`config.mk`:
```
export PLATFORM = sky130hd
export DESIGN_NAME = spi_bus_arbiter
export DESIGN_NICKNAME = d
export VERILOG_FILES = /design/src/rtl/spi_ctrl_pkg.sv /design/src/rtl/rr_arbiter.sv /design/src/rtl/spi_bus_arbiter.sv
export SDC_FILE = /design/constraint.sdc
export NUM_CORES = 1
export LEC_CHECK = 0
export BUFFER_PORTS_ARGS = -buffer_cell sky130_fd_sc_hd__buf_2
export CAP_MARGIN = 20
export CELL_PAD_IN_SITES_DETAIL_PLACEMENT = 1
export CELL_PAD_IN_SITES_GLOBAL_PLACEMENT = 2
export CORE_UTILIZATION = 31
export CTS_CLUSTER_SIZE = 14
export DETAILED_ROUTE_END_ITERATION = 8
export PLACE_DENSITY_LB_ADDON = 0.1
export SYNTH_ARGS = -nofsm -noshare
export SYNTH_HDL_FRONTEND = slang
export SYNTH_SLANG_ARGS = --single-unit
```
`constraint.sdc`:
```
create_clock -name i_clk -period 2.7 [get_ports i_clk]
set_input_delay 0.405 -clock i_clk [delete_from_list [all_inputs] [get_ports i_clk]]
set_output_delay 0.405 -clock i_clk [all_outputs]
set_load 0.01 [all_outputs]
```
`src/rtl/spi_ctrl_pkg.sv`:
```
// Shared types for the SPI bus arbiter: the transaction sequencer state encoding.
package spi_ctrl_pkg;

   typedef enum logic [2:0] {
      ST_IDLE,
      ST_SETUP,
      ST_START,
      ST_WAIT,
      ST_HOLD,
      ST_GAP
   } spi_arb_state_t;

endpackage

```
`src/rtl/rr_arbiter.sv`:
```
// Combinational round-robin pick: searches upward from last+1 with wrap and
// returns the winner both one-hot and as an index. The parent registers it.
module rr_arbiter #(
   parameter int N = 2,
   localparam int IW = (N > 1) ? $clog2(N) : 1
) (
   input  logic [N-1:0]  req,
   input  logic [IW-1:0] last,
   output logic [N-1:0]  gnt,
   output logic [IW-1:0] idx,
   output logic          any
);

   logic [IW-1:0] cand;
   logic          found;

   always_comb begin
      gnt   = '0;
      idx   = '0;
      cand  = '0;
      found = 1'b0;
      for (int i = 1; i <= N; i++) begin
         cand = IW'((int'(last) + i) % N);
         if (!found && req[cand]) begin
            found     = 1'b1;
            gnt[cand] = 1'b1;
            idx       = cand;
         end
      end
   end

   assign any = |req;

endmodule

```
`src/rtl/spi_bus_arbiter.sv`:
```
// Shares one spi_master among NUM_REQ requesters: round-robin grant, CS
// setup/hold/gap timing, one spi_master start per word, and rx/tx routing.
module spi_bus_arbiter
   import spi_ctrl_pkg::*;
#(
   parameter int NUM_REQ    = 2,
   parameter int DATA_WIDTH = 8,
   parameter int LEN_WIDTH  = 8,
   parameter int CS_DELAY   = 4
) (
   input  logic                            i_clk,
   input  logic                            i_rst_n,
   input  logic [NUM_REQ-1:0]              i_req,
   input  logic [NUM_REQ*LEN_WIDTH-1:0]    i_len,
   input  logic [NUM_REQ*DATA_WIDTH-1:0]   i_tx_data,
   output logic [NUM_REQ-1:0]              o_gnt,
   output logic [NUM_REQ-1:0]              o_tx_ready,
   output logic [DATA_WIDTH-1:0]           o_rx_data,
   output logic [NUM_REQ-1:0]              o_rx_valid,
   output logic [NUM_REQ-1:0]              o_done,
   output logic [NUM_REQ-1:0]              o_cs_n,
   output logic                            o_spi_start,
   output logic [DATA_WIDTH-1:0]           o_spi_din,
   input  logic [DATA_WIDTH-1:0]           i_spi_dout,
   input  logic                            i_spi_done
);

   localparam int IW = (NUM_REQ > 1) ? $clog2(NUM_REQ) : 1;
   localparam int DW = (CS_DELAY > 1) ? $clog2(CS_DELAY) : 1;

   spi_arb_state_t        state;
   logic [IW-1:0]         last;
   logic [IW-1:0]         g_idx;
   logic [LEN_WIDTH-1:0]  len_q;
   logic [LEN_WIDTH-1:0]  cnt;
   logic [DW-1:0]         dly;
   logic                  dly_done;

   logic [NUM_REQ-1:0]    win_gnt;
   logic [IW-1:0]         win_idx;
   logic                  win_any;

   logic [LEN_WIDTH-1:0]  len_arr [NUM_REQ];
   logic [DATA_WIDTH-1:0] tx_arr  [NUM_REQ];

   for (genvar i = 0; i < NUM_REQ; i++) begin : g_unpack
      assign len_arr[i] = i_len[i*LEN_WIDTH +: LEN_WIDTH];
      assign tx_arr[i]  = i_tx_data[i*DATA_WIDTH +: DATA_WIDTH];
   end

   rr_arbiter #(.N(NUM_REQ)) u_rr (
      .req  (i_req),
      .last (last),
      .gnt  (win_gnt),
      .idx  (win_idx),
      .any  (win_any)
   );

   // One counter serves SETUP, HOLD and GAP; it is cleared on every entry.
   assign dly_done = (dly == DW'(CS_DELAY - 1));

   always_ff @(posedge i_clk or negedge i_rst_n) begin
      if (!i_rst_n) begin
         state      <= ST_IDLE;
         last       <= IW'(NUM_REQ - 1);
         g_idx      <= '0;
         len_q      <= '0;
         cnt        <= '0;
         dly        <= '0;
         o_gnt      <= '0;
         o_cs_n     <= '1;
         o_rx_data  <= '0;
         o_rx_valid <= '0;
         o_done     <= '0;
      end else begin
         o_rx_valid <= '0;
         o_done     <= '0;
         case (state)
            ST_IDLE: begin
               if (win_any) begin
                  g_idx  <= win_idx;
                  len_q  <= len_arr[win_idx];
                  cnt    <= '0;
                  dly    <= '0;
                  o_gnt  <= win_gnt;
                  o_cs_n <= ~win_gnt;
                  state  <= ST_SETUP;
               end
            end
            ST_SETUP: begin
               if (dly_done) begin
                  dly   <= '0;
                  state <= ST_START;
               end else begin
                  dly <= dly + 1'b1;
               end
            end
            ST_START: state <= ST_WAIT;
            ST_WAIT: begin
               if (i_spi_done) begin
                  o_rx_data  <= i_spi_dout;
                  o_rx_valid <= o_gnt;
                  // Equality compare lets len = all-ones run the full 2^LEN_WIDTH words.
                  if (cnt == len_q) begin
                     dly   <= '0;
                     state <= ST_HOLD;
                  end else begin
                     cnt   <= cnt + 1'b1;
                     state <= ST_START;
                  end
               end
            end
            ST_HOLD: begin
               if (dly_done) begin
                  dly    <= '0;
                  o_cs_n <= '1;
                  o_gnt  <= '0;
                  o_done <= o_gnt;
                  state  <= ST_GAP;
               end else begin
                  dly <= dly + 1'b1;
               end
            end
            ST_GAP: begin
               if (dly_done) begin
                  dly   <= '0;
                  last  <= g_idx;
                  state <= ST_IDLE;
               end else begin
                  dly <= dly + 1'b1;
               end
            end
            default: state <= ST_IDLE;
         endcase
      end
   end

   assign o_spi_start = (state == ST_START);
   assign o_tx_ready  = o_spi_start ? o_gnt : '0;
   assign o_spi_din   = tx_arr[g_idx];

endmodule

```
# Word level (Yosys, flattened, before mapping)
# Cells that the tools add are included.
[totals] input_bits=45 regBits=39 out_inout_bits=27 elab_cells=102
[op_classes] muxes=46 n_eq_ne=14 n_reduce_logical=17 n_lt_le_gt_ge=6 bitwise_logic=4 addsub=4
[op_table] op="8-bit two-way mux" count=9
[op_table] op="2-bit two-way mux" count=15
[op_table] op="3-bit two-way mux" count=6
[op_table] op="3-bit one-hot mux with 6 select lines" count=1
[op_table] op="8-bit one-hot mux with 2 select lines" count=1
[op_table] op="2-bit inequality test (second input constant)" count=6
[op_table] op="1-bit two-way mux" count=9
[op_table] op="8-bit by 1-bit adder with 8-bit output (second input constant)" count=1
[op_table] op="8-bit == test" count=1
[op_table] op="2-bit one-hot mux with 2 select lines" count=2
[op_table] op="4-bit AND reduction" count=2
[op_table] op="3-bit by 2-bit == test with 1-bit output (second input constant)" count=2
[op_table] op="3-bit == test (second input constant)" count=2
[op_table] op="2-bit one-hot mux with 3 select lines" count=1
[op_table] op="2-bit AND reduction" count=3
[op_table] op="5-bit AND reduction" count=1
[op_table] op="2-bit >= comparator (second input constant)" count=2
[op_table] op="1-bit by 2-bit less-than comparator with 1-bit output (second input constant)" count=2
[op_table] op="1-bit NOT with 2-bit output" count=2
[op_table] op="2-bit nonzero test" count=2
[op_table] op="3-bit by 1-bit == test with 1-bit output (second input constant)" count=1
[op_table] op="1-bit logical AND" count=3
[op_table] op="3-bit zero test" count=1
[op_table] op="3-bit AND reduction" count=1
[op_table] op="12 further kinds" count=15

# Logic depth before layout (Yosys ltp)
# Gate-level depths: netlist (run 1).
[logic_depth] depth_word=11 depth_mapped=6

# Modules after synthesis
# From an unflattened synthesis (run 1), not the netlist that was laid out.
[unflattened] cells_unflattened=214 hier_area_um2=2108.3
[by_module_without_submodules] module="spi_bus_arbiter" seq_area_each_um2=979.7 instances=1 area_per_inst_um2=2075.7 cells_per_inst=209
[by_module_without_submodules] module="rr_arbiter" seq_area_each_um2=0.0 instances=1 area_per_inst_um2=32.5 cells_per_inst=5

# Worst setup path before layout (run 1)
# OpenSTA, ideal clock, no wires.
[synth_path] kind="register to register" from="register state[0]" to="register cnt[5]" slack_ns=1.180 setup_ns=0.066 synth_period_minus_slack_ns=1.520 n_path_buf=1 path_stages_with_launch=7 required_time_ns=2.634 t_arrival_ns=1.454 cell_sequence="dfrtp_1 > and3b_1 > buf_4 > nand2_4 > or4_1 > a2bb2oi_1 > nand2_1"
[synth_via] elab_chain_cells=3 elab_cells_between_ends=8 classes_between="eq/ne (4); mux (1); reduce/logical (3)"
[synth_rtl] element="from (decl)" line="spi_bus_arbiter.sv:31" text="spi_arb_state_t state;"
[synth_rtl] element="from (signal assigned)" line="spi_bus_arbiter.sv:64" text="state <= ST_IDLE;"
[synth_rtl] element="from (signal assigned)" line="spi_bus_arbiter.sv:87" text="state <= ST_SETUP;"
[synth_rtl] element="from (signal assigned)" line="spi_bus_arbiter.sv:93" text="state <= ST_START;"
[synth_rtl] element="3-bit by 2-bit == test with 1-bit output or 3-bit zero test (tied branches)" line="spi_bus_arbiter.sv:78" text="case (state)"
[synth_rtl] element="2-bit inequality test (no line), or another cell as far along"
[synth_rtl] element="4-bit AND reduction (no line)"
[synth_rtl] element="to (signal assigned)" line="spi_bus_arbiter.sv:108" text="cnt <= cnt + 1'b1;"
[synth_rtl] element="to (decl)" line="spi_bus_arbiter.sv:35" text="logic [LEN_WIDTH-1:0] cnt;"
# Parallel ways exist; a longest one is shown, timed or not.
# A chain may end at the register's enable or synchronous reset.

# Final worst setup path (run 1)
# Ends and elaborated chain as after synthesis.

==> results.toml, run 1 <==
[finish]
fin_nets = 317
multi_input_area_um2 = 968
layout_common_cells = "buf_2, dfrtp_1, nand2_1, mux2_2, o21ai_0"
antennaDiodeCount = 0
syn_to_final_growth_pct = 25.6
regArea_um2 = 980
num-fill-cells = 722
drive_gt1_share_pct = 37.3
fin_area_um2 = 2520
final_common_cell = "buf_2"

[synth]
synth.cell_area_um2 = 2010
yosysWarnings = 0
syn_nets = 245
synth_edf_count = 0
synth_cell_types = 37
synthArstFlopShare_pct = 100
synth_top_area_share_pct = 44.9
synthCells = 198
synth-seq-area-share_pct = 48.8
synth_seq_cells = 39
synth_top_cell_by_area = "dfrtp_1"
syn-mean-instance-area_um2 = 10.1
synth_ff_type = "dfrtp_1"
synthTopCellsByArea = "dfrtp_1, mux2_2, mux2i_1"

[power]
switching_share_pct = 38.3
irDropWorstVdd_mv = 0.342
leakagePower_nw = 1.20
p_per_area_nw_per_um2 = 959
p_seq_share_pct = 44.9
switchingPower_mw = 0.925
p_int_mw = 1.49
finalPower_mw = 2.42
p_comb_share_pct = 39.3
pwr-share-clk_pct = 15.8

[setup_path]
worst-r2r-cell-count = 5
critical_path_required_ps = 2930
path_cells = "and3b_1 > nand2_4 > or4_1 > a2bb2oi_1 > nand2_1"
critPathTopFamily = "simple AND/OR/NAND/NOR gates"
slowest_stage = "dfrtp_1"
critPathArrivalTime_ps = 2380
cp_num_cells = 5
crit_type = "flop to flop"
end_kind = "flop"
crit_fanout = 16
critPathLaunchType = "flop"
crit_buf_inv = 0
r2r_slack_ps = 550
worst_path_largest_cell_delay_ps = 620

[timing]
rsz0062_at_grt = "no"
final.period_utilization_pct = 79.7
tightest_slew_ps = 864
setup_tns_ps = 0
relSlewSlack_pct = 42.4
period_needed_ps = 2150
setup_slack_ps = 547
hold_viol = 0
max_freq_ghz = 0.464
fin_skew_ps = 7.92
setup-violations-final = 0
drv_slew = 0

[clocking]
cts-root-buf = "clkbuf_8"
clockBufferDepth = 2
cts.clk_slew.worst_paths_ps = 70
cts.sinks = 39
insertion_delay_ps = 290
ctsHoldBuffers = 0
htreeDepth = 2
cts_resized = 0
cts_buffers = 5
cts_tree = "yes"
post_cts_buffers = 0

[floorplan]
initial_core_util_pct = 32.9
die_area_um2 = 6800
die-height_um = 82.5
fp.coreArea_um2 = 6100
core.rowCount = 28
die_width_um = 82.5
pin_count = 72

[route]
firstDrtPassIters = 4
drt_iter0_drc = 63
post_drt_via_cell_ratio = 5.03
routed_wl_um = 4860
drc = 0
vias = 1741
ant_nets = 0
wl_per_cell_um = 14.0

[grt]
grt_pass1_vias = 1700
grt_use_total_pct = 15.8
antenna_found_initial = 0
grt_max_degree = 40
grt-ovfl-total = 0
grt_pass1_wl_um = 8140

[run_status]
status = "finished, final reports clean"

[placed_design]
dpl-instance-area_um2 = 2430
numPortBuffers = 71
globalplace.congestion = 0.724
place_hpwl_um = 3650
place_ws_ps = 577

[run]
max-cap-violations = 0

[hold_path]
hold_class = "primary input to async pin"
logic make-up (layout without fill, tap and decap cells):
group                      count (synthesis)  count (layout)  synth area share, %
muxes                                     25              25                 13.5
and+or+nand+nor                           73              73                 19.0
buffers and inverters                     14              87                 2.93
xor gates and xnor gates                   8               8                 3.49
adders and majority gates                  2               2                 1.25
AOI/OAI and AO/OA                         37              37                 11.0
DFF                                       39              39                 48.8
state kept, by name, indices dropped and copies added, names as in the netlist, 3 cells and up:
signal / flops
len_q: 8
o_rx_data: 8
state: 3
cnt: 8
cell type report:
type	instances	area share (%)
clock buffer	7	3.03
clock inverter	1	0.199
inverter	5	0.745
multi-input combinational	145	38.4
sequential	39	38.9
tap	75	3.72
timing repair buffer	74	15.0
power by group through the flow:
stage               combinational (mW)  sequential (mW)  clock (mW)
floorplan                        0.675             1.05           0
global placement                 0.950             1.09           0
detailed placement               0.968             1.10           0
CTS                              0.969             1.09       0.400
global route                      1.10             1.14       0.421
finish                           0.949             1.09       0.381
routing by layer:
metal  track usage, %  wire (um)
met5                0          0
met2             26.4       2240
met4             5.26         44
met1             20.5       2290
met3             2.97        292
metrics by stage:
stage	std cells	hold WS [ps]	util [%]
3_3_place_gp	337	482	39.9
4_1_cts	345	267	41.2
5_1_grt	346	292	41.3
3_5_place_dp	337	488	39.9
2_1_floorplan	198	109	-
6_report	346	222	41.3
cell usage after synthesis, types with 4 or more instances:
library cell and number:
clkbuf_1 5, mux2i_1 8, inv_1 5, a21oi_1 7
nand3_1 10, nor3_1 4, xnor2_1 8, o21ai_0 15
nor2_1 11, dfrtp_1 36, or4_1 5, o211ai_1 4
nand2b_1 9, mux2_2 17, nand2_1 21
worst paths after layout:
path	from	to
max	state[0]	cnt[5]
max in group asynchronous	i_rst_n	o_gnt[0]
max reg2reg	state[0]	cnt[5]
min	i_rst_n	cnt[3]
min reg2reg	o_rx_data[7]	o_rx_data[7]
min in group i_clk	i_spi_dout[4]	o_rx_data[4]
Power figures use the tool's default switching activity.
==> run 2: changes to the inputs <==
CORE_UTILIZATION = 29   (was 31)
clock period = 2.2 ns   (was 2.7 ns; I/O delays follow)
==> run 2 against run 1 <==
  * Routed wire length rose by 2.7%
  * Clock power rose by 66%
  * Sequential power rose by 19%
  * Register-to-register slack got worse by 100 ps
  * Core utilization decreased by 1.4 points
  * Cell count rose by 2.3%
  * Die area up 6.7%
  * Setup slack worse by 100 ps
  * Critical path type unchanged
  * Largest power group unchanged
==> results.toml, run 2 (same netlist as run 1, synthesis figures left out) <==
[run_status]
status = "finished, final reports clean"

[clocking]
cts_tree = "yes"
insertion_delay_ps = 300
cts.clk_slew.worst_paths_ps = 80
clockBufferDepth = 2
cts_buffers = 5
cts_resized = 0
cts-root-buf = "clkbuf_8"
htreeDepth = 2
post_cts_buffers = 0
cts.sinks = 39

[power]
p_seq_share_pct = 40.8
switchingPower_mw = 1.16
switching_share_pct = 36.6
p_int_mw = 2.01
finalPower_mw = 3.17
pwr-share-clk_pct = 19.9
irDropWorstVdd_mv = 0.373
p_per_area_nw_per_um2 = 1220
leakagePower_nw = 1.25
p_comb_share_pct = 39.3

[setup_path]
path_cells = "and3b_1 > nand2_4 > or4_1 > a2bb2oi_1 > nand2_1"
crit_fanout = 16
crit_buf_inv = 0
slowest_stage = "or4_1"
critPathLaunchType = "flop"
critical_path_required_ps = 2440
end_kind = "flop"
critPathArrivalTime_ps = 2000
crit_type = "flop to flop"
critPathTopFamily = "simple AND/OR/NAND/NOR gates"
worst_path_largest_cell_delay_ps = 520

[placed_design]
numPortBuffers = 71
place_hpwl_um = 3910
dp.cells = 345
globalplace.congestion = 0.742

[timing]
setup_tns_ps = 0
max_freq_ghz = 0.569
hold_viol = 0
drv_slew = 0
setup-violations-final = 0
rsz0062_at_grt = "no"
relSlewSlack_pct = 73.3
final.period_utilization_pct = 79.8
period_needed_ps = 1760
fin_skew_ps = 9.01
tightest_slew_ps = 397

[grt]
grt_pass1_vias = 1740
use_met2_pct = 22.6
grt_pass1_wl_um = 8470
grt_max_degree = 19
use_met3_pct = 4.77
grt_use_total_pct = 15.1
busiest_layer = "met2"
grt.met1_usage_pct = 20.9
antenna_found_initial = 0
grt-ovfl-total = 0

[finish]
layout_common_cells = "buf_2, dfrtp_1, nand2_1, mux2_2, o21ai_0"
drive_gt1_share_pct = 39.0
syn_to_final_growth_pct = 29.9
finish.utilization_pct = 39.9
top_regs = "cnt (8), len_q (8), o_rx_data (8)"
final_common_cell = "buf_2"
fin_nets = 323
antennaDiodeCount = 0
stdcell_count = 354

[route]
routed_wl_um = 4990
wl_per_cell_um = 14.1
vias = 1726
firstDrtPassIters = 4
post_drt_via_cell_ratio = 4.88
drt_iter0_drc = 39
ant_nets = 0
drc = 0

[floorplan]
pin_count = 72
initial_core_util_pct = 30.7
die_width_um = 85.2
fp.coreArea_um2 = 6530
die_area_um2 = 7260
die-height_um = 85.2
core.rowCount = 29

[run]
max-cap-violations = 0

[hold_path]
hold_class = "primary input to flop"
run 2: changes by cell type in the layout (fill, tap and decap cells not counted), sizes merged:
| cell | delta |
|---|---|
| clkbuf | -1 |
| dlygate4sd3 | +1 |
| bufinv | +1 |
| buf | +5 |
run 2: worst reg2reg max path: cells and delay by family, from the launching register on:
kind | cells | cell delay [ps]
compound gates | 1 | 140
flops | 1 | 490
simple gates | 4 | 1070
run 2: path summary, 6_finish.rpt:
path                               startpoint           end  slack (ps)  depth (start not counted)
worst max-delay path                 state[2]        cnt[5]         440                          5
worst min-delay path            i_spi_dout[0]  o_rx_data[0]         260                          2
worst max register to register       state[2]        cnt[5]         440                          5
worst min register to register   o_rx_data[0]  o_rx_data[0]         500                          1
max in group asynchronous             i_rst_n          last        1140                          3
min in group asynchronous             i_rst_n        cnt[3]         470                          2
run 2: what timing repair did:
item,CTS,global route
hold buffers,1,0
hold endpoints to repair,11,0
endpoints found under the setup margin,0,0
run 2: layer usage:
| layer | vias up | part of all wire (%) |
|---|---|---|
| li1 | 862 | - |
| met5 | - | 0 |
| met2 | 49 | 42 |
| met1 | 809 | 51 |
| met3 | 6 | 5.9 |
| met4 | 0 | 1.2 |
run 2: power by group through the flow:
stage          combinational, mW  sequential, mW  clock, mW
2_1_floorplan              0.828            1.29          0
3_3_place_gp                1.26            1.31          0
3_5_place_dp                1.27            1.32          0
4_1_cts                     1.28            1.31      0.651
5_1_grt                     1.41            1.35      0.683
6_report                    1.25            1.30      0.631
run 2: layout make-up:
class | count | area, um^2
flip-flops and latches | 39 | 980
well taps | 77 | 96.3
fillers | 783 | 3930
multi-input cells | 145 | 968
clock inverters | 2 | 35.0
inverters | 5 | 18.8
clock buffers | 6 | 82.6
repair buffers | 80 | 425
run 2: per-stage QoR:
stage	worst slack [ps]	cell area, um^2	hold WS, ps
floorplan	680	2010	34.4
global placement	475	2480	272
detailed placement	440	2480	271
CTS	423	2610	252
global route	310	2610	247
finish	443	2610	259
